### config.mk
export PLATFORM = sky130hd
export DESIGN_NAME = noc_router_rr_flat
export DESIGN_NICKNAME = d
export VERILOG_FILES = /design/src/rtl/noc_router_rr_if.sv /design/src/rtl/noc_router_rr.sv /design/src/flat_wrapper.sv
export SDC_FILE = /design/constraint.sdc
export NUM_CORES = 2
export LEC_CHECK = 0
export BUFFER_PORTS_ARGS = -buffer_cell sky130_fd_sc_hd__buf_4
export CORE_AREA = 2 2 384 386
export CTS_BUF_LIST = sky130_fd_sc_hd__clkbuf_4 sky130_fd_sc_hd__clkbuf_8
export DETAILED_ROUTE_END_ITERATION = 8
export DIE_AREA = 0 0 386 388
export MAX_ROUTING_LAYER = met4
export SLEW_MARGIN = 25
export SYNTH_ARGS = -nofsm -noshare
export SYNTH_HDL_FRONTEND = slang
export SYNTH_SLANG_ARGS = --single-unit
export TNS_END_PERCENT = 50
### constraint.sdc
create_clock -name clk -period 7.6 [get_ports clk]
set_input_delay 0.38 -clock clk [delete_from_list [all_inputs] [get_ports clk]]
set_output_delay 0.38 -clock clk [all_outputs]
set_load 0.005 [all_outputs]
### src/rtl/noc_router_rr_if.sv
// Handshake bundle for the 3-port (E/W/L) router. Stat counters exist only
// when NOC_ROUTER_STATS_EN is defined.
interface noc_router_rr_if #(parameter int WIDTH = 16);
  logic             in_valid_e, in_valid_w, in_valid_l;
  logic [WIDTH-1:0] in_data_e,  in_data_w,  in_data_l;
  logic             in_ready_e, in_ready_w, in_ready_l;
  logic             in_afull_e, in_afull_w, in_afull_l;
  logic             out_valid_e, out_valid_w, out_valid_l;
  logic [WIDTH-1:0] out_data_e,  out_data_w,  out_data_l;
  logic             out_ready_e, out_ready_w, out_ready_l;
`ifdef NOC_ROUTER_STATS_EN
  logic [31:0]      stat_cnt_e, stat_cnt_w, stat_cnt_l;
`endif

  modport master (
    output in_valid_e, in_valid_w, in_valid_l,
    output in_data_e,  in_data_w,  in_data_l,
    input  in_ready_e, in_ready_w, in_ready_l,
    input  in_afull_e, in_afull_w, in_afull_l,
    input  out_valid_e, out_valid_w, out_valid_l,
    input  out_data_e,  out_data_w,  out_data_l,
    output out_ready_e, out_ready_w, out_ready_l
`ifdef NOC_ROUTER_STATS_EN
    , input stat_cnt_e, stat_cnt_w, stat_cnt_l
`endif
  );

  modport slave (
    input  in_valid_e, in_valid_w, in_valid_l,
    input  in_data_e,  in_data_w,  in_data_l,
    output in_ready_e, in_ready_w, in_ready_l,
    output in_afull_e, in_afull_w, in_afull_l,
    output out_valid_e, out_valid_w, out_valid_l,
    output out_data_e,  out_data_w,  out_data_l,
    input  out_ready_e, out_ready_w, out_ready_l
`ifdef NOC_ROUTER_STATS_EN
    , output stat_cnt_e, stat_cnt_w, stat_cnt_l
`endif
  );
endinterface

### src/rtl/noc_router_rr.sv
// 3-port 1-D NoC router: per-input FWFT FIFO, XY route, round-robin per output,
// registered output stage. Define NOC_ROUTER_STATS_EN for per-output flit counters.
module noc_router_rr_fifo #(
  parameter int WIDTH = 16,
  parameter int DEPTH = 32
) (
  input  logic             clk,
  input  logic             reset_n,
  input  logic             push_i,
  input  logic [WIDTH-1:0] din_i,
  input  logic             pop_i,
  output logic [WIDTH-1:0] head_o,
  output logic             empty_o,
  output logic             full_o,
  output logic             afull_o
);
  localparam int PW = $clog2(DEPTH);
  localparam logic [PW:0] FULL_C  = (PW+1)'(DEPTH);
  localparam logic [PW:0] AFULL_C = (PW+1)'(DEPTH-1);

  logic [WIDTH-1:0] mem_q [DEPTH];
  logic [PW-1:0]    wp_q, wp_d, rp_q, rp_d;
  logic [PW:0]      cnt_q, cnt_d;

  assign head_o  = mem_q[rp_q];
  assign empty_o = (cnt_q == '0);
  assign full_o  = (cnt_q == FULL_C);
  assign afull_o = (cnt_q >= AFULL_C);

  always_comb begin
    wp_d  = push_i ? wp_q + 1'b1 : wp_q;
    rp_d  = pop_i  ? rp_q + 1'b1 : rp_q;
    cnt_d = cnt_q;
    unique case ({push_i, pop_i})
      2'b10:   cnt_d = cnt_q + 1'b1;
      2'b01:   cnt_d = cnt_q - 1'b1;
      default: cnt_d = cnt_q;
    endcase
  end

  always_ff @(posedge clk or negedge reset_n) begin
    if (!reset_n) begin
      wp_q  <= '0;
      rp_q  <= '0;
      cnt_q <= '0;
    end else begin
      wp_q  <= wp_d;
      rp_q  <= rp_d;
      cnt_q <= cnt_d;
    end
  end

  // storage needs no reset: occupancy alone defines what is valid
  always_ff @(posedge clk) begin
    if (push_i) mem_q[wp_q] <= din_i;
  end
endmodule

module noc_router_rr #(
  parameter int                WIDTH    = 16,
  parameter int                DEPTH    = 32,
  parameter int                ADDR_W   = 2,
  parameter logic [ADDR_W-1:0] LOCAL_IP = '0
) (
  input  logic          clk,
  input  logic          reset_n,
  noc_router_rr_if.slave bus
);
  localparam int NP = 3;  // port index: E=0, W=1, L=2

  logic [NP-1:0]             in_valid, in_ready, in_afull, out_ready;
  logic [NP-1:0]             fifo_full, fifo_empty, pop, discard;
  logic [NP-1:0][WIDTH-1:0]  in_data, head;
  logic [NP-1:0][NP-1:0]     req;   // req[input][output]
  logic [NP-1:0][NP-1:0]     gnt;   // gnt[output][input]
  logic [NP-1:0][1:0]        ptr_q, ptr_d;
  logic [NP-1:0]             ov_q, ov_d;
  logic [NP-1:0][WIDTH-1:0]  od_q, od_d;
  logic                      rdy_q;

  assign in_valid  = {bus.in_valid_l, bus.in_valid_w, bus.in_valid_e};
  assign in_data   = {bus.in_data_l,  bus.in_data_w,  bus.in_data_e};
  assign out_ready = {bus.out_ready_l, bus.out_ready_w, bus.out_ready_e};

  assign bus.in_ready_e  = in_ready[0];
  assign bus.in_ready_w  = in_ready[1];
  assign bus.in_ready_l  = in_ready[2];
  assign bus.in_afull_e  = in_afull[0];
  assign bus.in_afull_w  = in_afull[1];
  assign bus.in_afull_l  = in_afull[2];
  assign bus.out_valid_e = ov_q[0];
  assign bus.out_valid_w = ov_q[1];
  assign bus.out_valid_l = ov_q[2];
  assign bus.out_data_e  = od_q[0];
  assign bus.out_data_w  = od_q[1];
  assign bus.out_data_l  = od_q[2];

  // holds in_ready low until the first edge after reset release
  always_ff @(posedge clk or negedge reset_n) begin
    if (!reset_n) rdy_q <= 1'b0;
    else          rdy_q <= 1'b1;
  end

  for (genvar i = 0; i < NP; i++) begin : g_in
    assign in_ready[i] = rdy_q & ~fifo_full[i];
    noc_router_rr_fifo #(.WIDTH(WIDTH), .DEPTH(DEPTH)) u_fifo (
      .clk     (clk),
      .reset_n (reset_n),
      .push_i  (in_valid[i] & in_ready[i]),
      .din_i   (in_data[i]),
      .pop_i   (pop[i]),
      .head_o  (head[i]),
      .empty_o (fifo_empty[i]),
      .full_o  (fifo_full[i]),
      .afull_o (in_afull[i])
    );
  end

  // untagged heads are dropped in place; tagged heads request one output
  always_comb begin
    logic [ADDR_W-1:0] d;
    req     = '0;
    discard = '0;
    d       = '0;
    for (int i = 0; i < NP; i++) begin
      d = head[i][ADDR_W:1];
      if (!fifo_empty[i]) begin
        if (!head[i][0])          discard[i] = 1'b1;
        else if (d == LOCAL_IP)   req[i][2]  = 1'b1;
        else if (d > LOCAL_IP)    req[i][0]  = 1'b1;
        else                      req[i][1]  = 1'b1;
      end
    end
  end

  always_comb begin
    int   src;
    logic hit;
    gnt   = '0;
    ptr_d = ptr_q;
    ov_d  = ov_q;
    od_d  = od_q;
    src   = 0;
    hit   = 1'b0;
    for (int x = 0; x < NP; x++) begin
      hit = 1'b0;
      if (out_ready[x]) ov_d[x] = 1'b0;
      if (!ov_q[x] || out_ready[x]) begin
        for (int j = 0; j < NP; j++) begin
          src = (int'(ptr_q[x]) + j) % NP;
          if (!hit && req[src][x]) begin
            hit          = 1'b1;
            gnt[x][src]  = 1'b1;
            ov_d[x]      = 1'b1;
            od_d[x]      = head[src];
            ptr_d[x]     = 2'((src + 1) % NP);
          end
        end
      end
    end
  end

  always_comb begin
    pop = discard;
    for (int i = 0; i < NP; i++)
      for (int x = 0; x < NP; x++)
        pop[i] = pop[i] | gnt[x][i];
  end

  always_ff @(posedge clk or negedge reset_n) begin
    if (!reset_n) begin
      ptr_q <= '0;
      ov_q  <= '0;
      od_q  <= '0;
    end else begin
      ptr_q <= ptr_d;
      ov_q  <= ov_d;
      od_q  <= od_d;
    end
  end

`ifdef NOC_ROUTER_STATS_EN
  logic [NP-1:0][31:0] cnt_q, cnt_d;

  always_comb begin
    cnt_d = cnt_q;
    for (int x = 0; x < NP; x++)
      if (ov_q[x] && out_ready[x] && cnt_q[x] != 32'hFFFF_FFFF)
        cnt_d[x] = cnt_q[x] + 32'd1;
  end

  always_ff @(posedge clk or negedge reset_n) begin
    if (!reset_n) cnt_q <= '0;
    else          cnt_q <= cnt_d;
  end

  assign bus.stat_cnt_e = cnt_q[0];
  assign bus.stat_cnt_w = cnt_q[1];
  assign bus.stat_cnt_l = cnt_q[2];
`endif
endmodule
### src/flat_wrapper.sv
// flat-port wrapper written by rule: the top's interface ports become plain ports
module noc_router_rr_flat 
#(
  parameter int                WIDTH    = 16,
  parameter int                DEPTH    = 32,
  parameter int                ADDR_W   = 2,
  parameter logic [ADDR_W-1:0] LOCAL_IP = '0
)
  (clk, reset_n, bus_in_valid_e, bus_in_valid_w, bus_in_valid_l, bus_in_data_e, bus_in_data_w, bus_in_data_l, bus_in_ready_e, bus_in_ready_w, bus_in_ready_l, bus_in_afull_e, bus_in_afull_w, bus_in_afull_l, bus_out_valid_e, bus_out_valid_w, bus_out_valid_l, bus_out_data_e, bus_out_data_w, bus_out_data_l, bus_out_ready_e, bus_out_ready_w, bus_out_ready_l);
  noc_router_rr_if #(.WIDTH(WIDTH)) bus_i ();
  input  logic clk;
  input  logic reset_n;
  input wire logic [$bits(bus_i.in_valid_e)-1:0] bus_in_valid_e;
  input wire logic [$bits(bus_i.in_valid_w)-1:0] bus_in_valid_w;
  input wire logic [$bits(bus_i.in_valid_l)-1:0] bus_in_valid_l;
  input wire logic [$bits(bus_i.in_data_e)-1:0] bus_in_data_e;
  input wire logic [$bits(bus_i.in_data_w)-1:0] bus_in_data_w;
  input wire logic [$bits(bus_i.in_data_l)-1:0] bus_in_data_l;
  output wire logic [$bits(bus_i.in_ready_e)-1:0] bus_in_ready_e;
  output wire logic [$bits(bus_i.in_ready_w)-1:0] bus_in_ready_w;
  output wire logic [$bits(bus_i.in_ready_l)-1:0] bus_in_ready_l;
  output wire logic [$bits(bus_i.in_afull_e)-1:0] bus_in_afull_e;
  output wire logic [$bits(bus_i.in_afull_w)-1:0] bus_in_afull_w;
  output wire logic [$bits(bus_i.in_afull_l)-1:0] bus_in_afull_l;
  output wire logic [$bits(bus_i.out_valid_e)-1:0] bus_out_valid_e;
  output wire logic [$bits(bus_i.out_valid_w)-1:0] bus_out_valid_w;
  output wire logic [$bits(bus_i.out_valid_l)-1:0] bus_out_valid_l;
  output wire logic [$bits(bus_i.out_data_e)-1:0] bus_out_data_e;
  output wire logic [$bits(bus_i.out_data_w)-1:0] bus_out_data_w;
  output wire logic [$bits(bus_i.out_data_l)-1:0] bus_out_data_l;
  input wire logic [$bits(bus_i.out_ready_e)-1:0] bus_out_ready_e;
  input wire logic [$bits(bus_i.out_ready_w)-1:0] bus_out_ready_w;
  input wire logic [$bits(bus_i.out_ready_l)-1:0] bus_out_ready_l;
  assign bus_i.in_valid_e = bus_in_valid_e;
  assign bus_i.in_valid_w = bus_in_valid_w;
  assign bus_i.in_valid_l = bus_in_valid_l;
  assign bus_i.in_data_e = bus_in_data_e;
  assign bus_i.in_data_w = bus_in_data_w;
  assign bus_i.in_data_l = bus_in_data_l;
  assign bus_in_ready_e = bus_i.in_ready_e;
  assign bus_in_ready_w = bus_i.in_ready_w;
  assign bus_in_ready_l = bus_i.in_ready_l;
  assign bus_in_afull_e = bus_i.in_afull_e;
  assign bus_in_afull_w = bus_i.in_afull_w;
  assign bus_in_afull_l = bus_i.in_afull_l;
  assign bus_out_valid_e = bus_i.out_valid_e;
  assign bus_out_valid_w = bus_i.out_valid_w;
  assign bus_out_valid_l = bus_i.out_valid_l;
  assign bus_out_data_e = bus_i.out_data_e;
  assign bus_out_data_w = bus_i.out_data_w;
  assign bus_out_data_l = bus_i.out_data_l;
  assign bus_i.out_ready_e = bus_out_ready_e;
  assign bus_i.out_ready_w = bus_out_ready_w;
  assign bus_i.out_ready_l = bus_out_ready_l;
  noc_router_rr #(.WIDTH(WIDTH), .DEPTH(DEPTH), .ADDR_W(ADDR_W), .LOCAL_IP(LOCAL_IP)) u_core (.clk(clk), .reset_n(reset_n), .bus(bus_i));
endmodule
==> flow_summary.ini <==
[run]
maxCapViolations = 0

[pwr]
switching_share = 0.373
clockPowerShare = 0.221
p_per_area_nw_per_um2 = 437
switchingPower_w = 0.0129
power_frac_comb = 0.468
fin_total_pwr_w = 0.0347
p_leak_nw = 26.4
pwr-share-seq = 0.311
p_int_w = 0.0217
ir_drop_uv = 356

[die]
rows = 140
pin_count = 113
initial_core_util = 0.470
core_region_area_um2 = 145000
die-area_um2 = 150000
die_y_um = 388
chipWidth_um = 386

[final_layout]
final_cell_count_no_fill = 6320
nets = 4318
regArea_um2 = 48400
multiInputGateArea_um2 = 19300
n_fill_cell = 11200
drive_gt1_frac = 0.343
final_cell_mix = edfxtp_1 (1,536), mux4_2 (454), buf_4 (382), clkbuf_8 (301), nand2_1 (185)
area_growth_pct = 16.3
final_common_cell = edfxtp_1

[global_route]
antenna_found_initial = 10
grt_pass1_vias = 36900
grt_pass1_wl_mm = 249
grt_use_total = 0.236
grt_max_degree = 67
grt_remaining_overflow = 0

[sta]
tightestPinTransition_ps = 1170
finalMaxSlewViolations = 0
fin_ws_ps = 308
fin_crit_sh = 0.960
fin_skew_ps = 115
rsz0062_at_grt = true
slew_headroom = 0.196
finalCriticalPeriod_ps = 7290
finalHoldViolCount = 0
finalSetupViolations = 0
fmaxAchievable_mhz = 137

[run_status]
status = completed

[cts]
cts_tree = done
clk-insertion-delay-late_ps = 1020
clock_sinks = 1624
cts_buffers = 286
root_buffer = clkbuf_8
cts.path.max_buffers = 4
clk_pin_slew_ps = 60
htree_levels = 5

[logic_synthesis]
synth_top_cells_by_area = edfxtp_1 (68%), mux4_2 (15%), dfrtp_1 (3.2%)
synth.avg_cell_area_um2 = 18.6
ys_seq_area_frac = 0.709
synthFlopType = edfxtp_1
synth.distinct_cells = 106
ys_warn_count = 0
yosysTopAreaCellShare = 0.676
synth_edf_count = 1536
synthArstFlopShare = 0.0542
synth.ff_latch_count = 1624
synth.cell_area_um2 = 68200
synth.largest_area_cell = edfxtp_1
syn-instance-count = 3661

[critical_path]
reg2reg_slack_ps = 310
crit_top_cell = ha_2
cp_slowest_cell = dfrtp_4
cp-start-kind = flip-flop
cp.required_ps = 8450
slowest_delay_ps = 530
path_class = flip-flop to flip-flop
crit_fanout = 8
worstPathArrival_ps = 8140
critPathCaptureType = flip-flop

[drt]
antenna_left = 0
drcViolationCount = 0
drt-pass1-iter-count = 6
vias_per_cell = 5.88
wl_per_cell_um = 27.1
vias = 37200
drt_iter0_markers = 3327
routed_wl_mm = 171

[placed_design]
pre_cts_slack_ps = 48.3
gp_congestion = 0.903
dp_hpwl_mm = 104
port_buffers = 96
placedCellCount = 5734

[hold_path]
hold_class = input pin to flip-flop
## timing repair
| action | CTS | global route |
|---|---|---|
| hold buffers | 57 | 0 |
| endpoints found under the setup margin | 0 | 4 |
| resized for setup | 0 | 67 |
| endpoints found under the hold margin | 1581 | 0 |
| buffers inserted | 0 | 34 |
## synthesized netlist by cell type (32+ instances only)
library cell  instances
o211ai_1             32
nand2_1             186
clkbuf_1            134
nor2_1              233
buf_1                36
xnor2_1              41
dfrtp_1              88
mux2i_1              72
mux4_2              451
edfxtp_1           1536
a21oi_1              98
ha_1                 62
inv_1                63
o21ai_0              83
nand3_1              58
## power by group through the flow
stage | sequential [W] | combinational (W) | clock (W)
global placement | 0.0110 | 0.0154 | 0
global route | 0.0108 | 0.0175 | 0.00826
finish | 0.0108 | 0.0162 | 0.00768
floorplan | 0.0107 | 0.0105 | 0
CTS | 0.0108 | 0.0156 | 0.00787
detailed placement | 0.0110 | 0.0155 | 0
## stage by stage
stage          hold WS (ps)  instance area [um2]  utilization  setup TNS, ps
5_1_grt                96.8                79300        0.546          -79.9
4_1_cts                34.6                78700        0.542              0
2_1_floorplan          84.4                68300            -              0
3_3_place_gp            383                72700        0.501              0
6_report                129                79300        0.546              0
3_5_place_dp            380                72700        0.501              0
## final timing paths
| path | to | from | depth (start not counted) |
|---|---|---|---|
| worst max register to register | u_core.ptr_q[4] | u_core.g_in[2].u_fifo.rp_q[1] | 35 |
| max in group asynchronous | u_core.g_in[1].u_fifo.rp_q[1] | reset_n | 4 |
| worst min register to register | u_core.bus.out_data_e[0] | u_core.bus.out_data_e[0] | 1 |
| worst max-delay path | u_core.ptr_q[4] | u_core.g_in[2].u_fifo.rp_q[1] | 35 |
| worst min-delay path | u_core.ov_q[1] | bus_out_ready_w | 3 |
| min in group asynchronous | u_core.bus.out_data_l[4] | reset_n | 4 |
## kinds of logic after synthesis
logic type	Yosys count	synth area share
and+or+nand+nor	648	0.0445
AOI/OAI and AO/OA	441	0.0460
muxes	544	0.164
adders and majority gates	67	0.0125
other	2	0.000110
DFF	1624	0.709
xor gates and xnor gates	53	0.00701
buffers and inverters	282	0.0176
## per-layer routing
layer	vias up	routed length, um	global-route usage
met3	282	11300	0.0387
met2	1436	84900	0.367
met4	0	3840	0.0666
met5	-	0	-
met1	19400	71400	0.323
li1	16100	-	-
## flip-flops by register name, summed over array words and instances (netlist names)
signal,count
u_core.g_in.u_fifo.mem_q,1536
u_core.g_in.u_fifo.cnt_q,18
u_core.bus.out_data_e,16
u_core.bus.out_data_l,16
u_core.g_in.u_fifo.rp_q,15
u_core.g_in.u_fifo.wp_q,15
u_core.ptr_q,4
u_core.ov_q,3
u_core.rdy_q,1
## area by class of cell
type,instances,share of cell area
Multi-Input combinational cell,1770,0.243
Inverter,67,0.00317
Clock inverter,89,0.00678
Sequential cell,1624,0.610
Antenna cell,10,0.000315
Clock buffer,395,0.0611
Timing Repair Buffer,448,0.0453
Tap cell,1917,0.0302
## worst max-delay path: cells and delay by family, from the launching register on
kind | cells | cell delay (ps)
multiplexers | 3 | 1080
adder cells (fa/ha/maj) | 4 | 750
XOR/XNOR | 2 | 190
buffers and inverters | 5 | 590
AO/OA/AOI/OAI | 12 | 2310
flip-flops | 1 | 530
AND/OR/NAND/NOR | 9 | 1730
No activity file was read; power rests on OpenSTA's default activity.
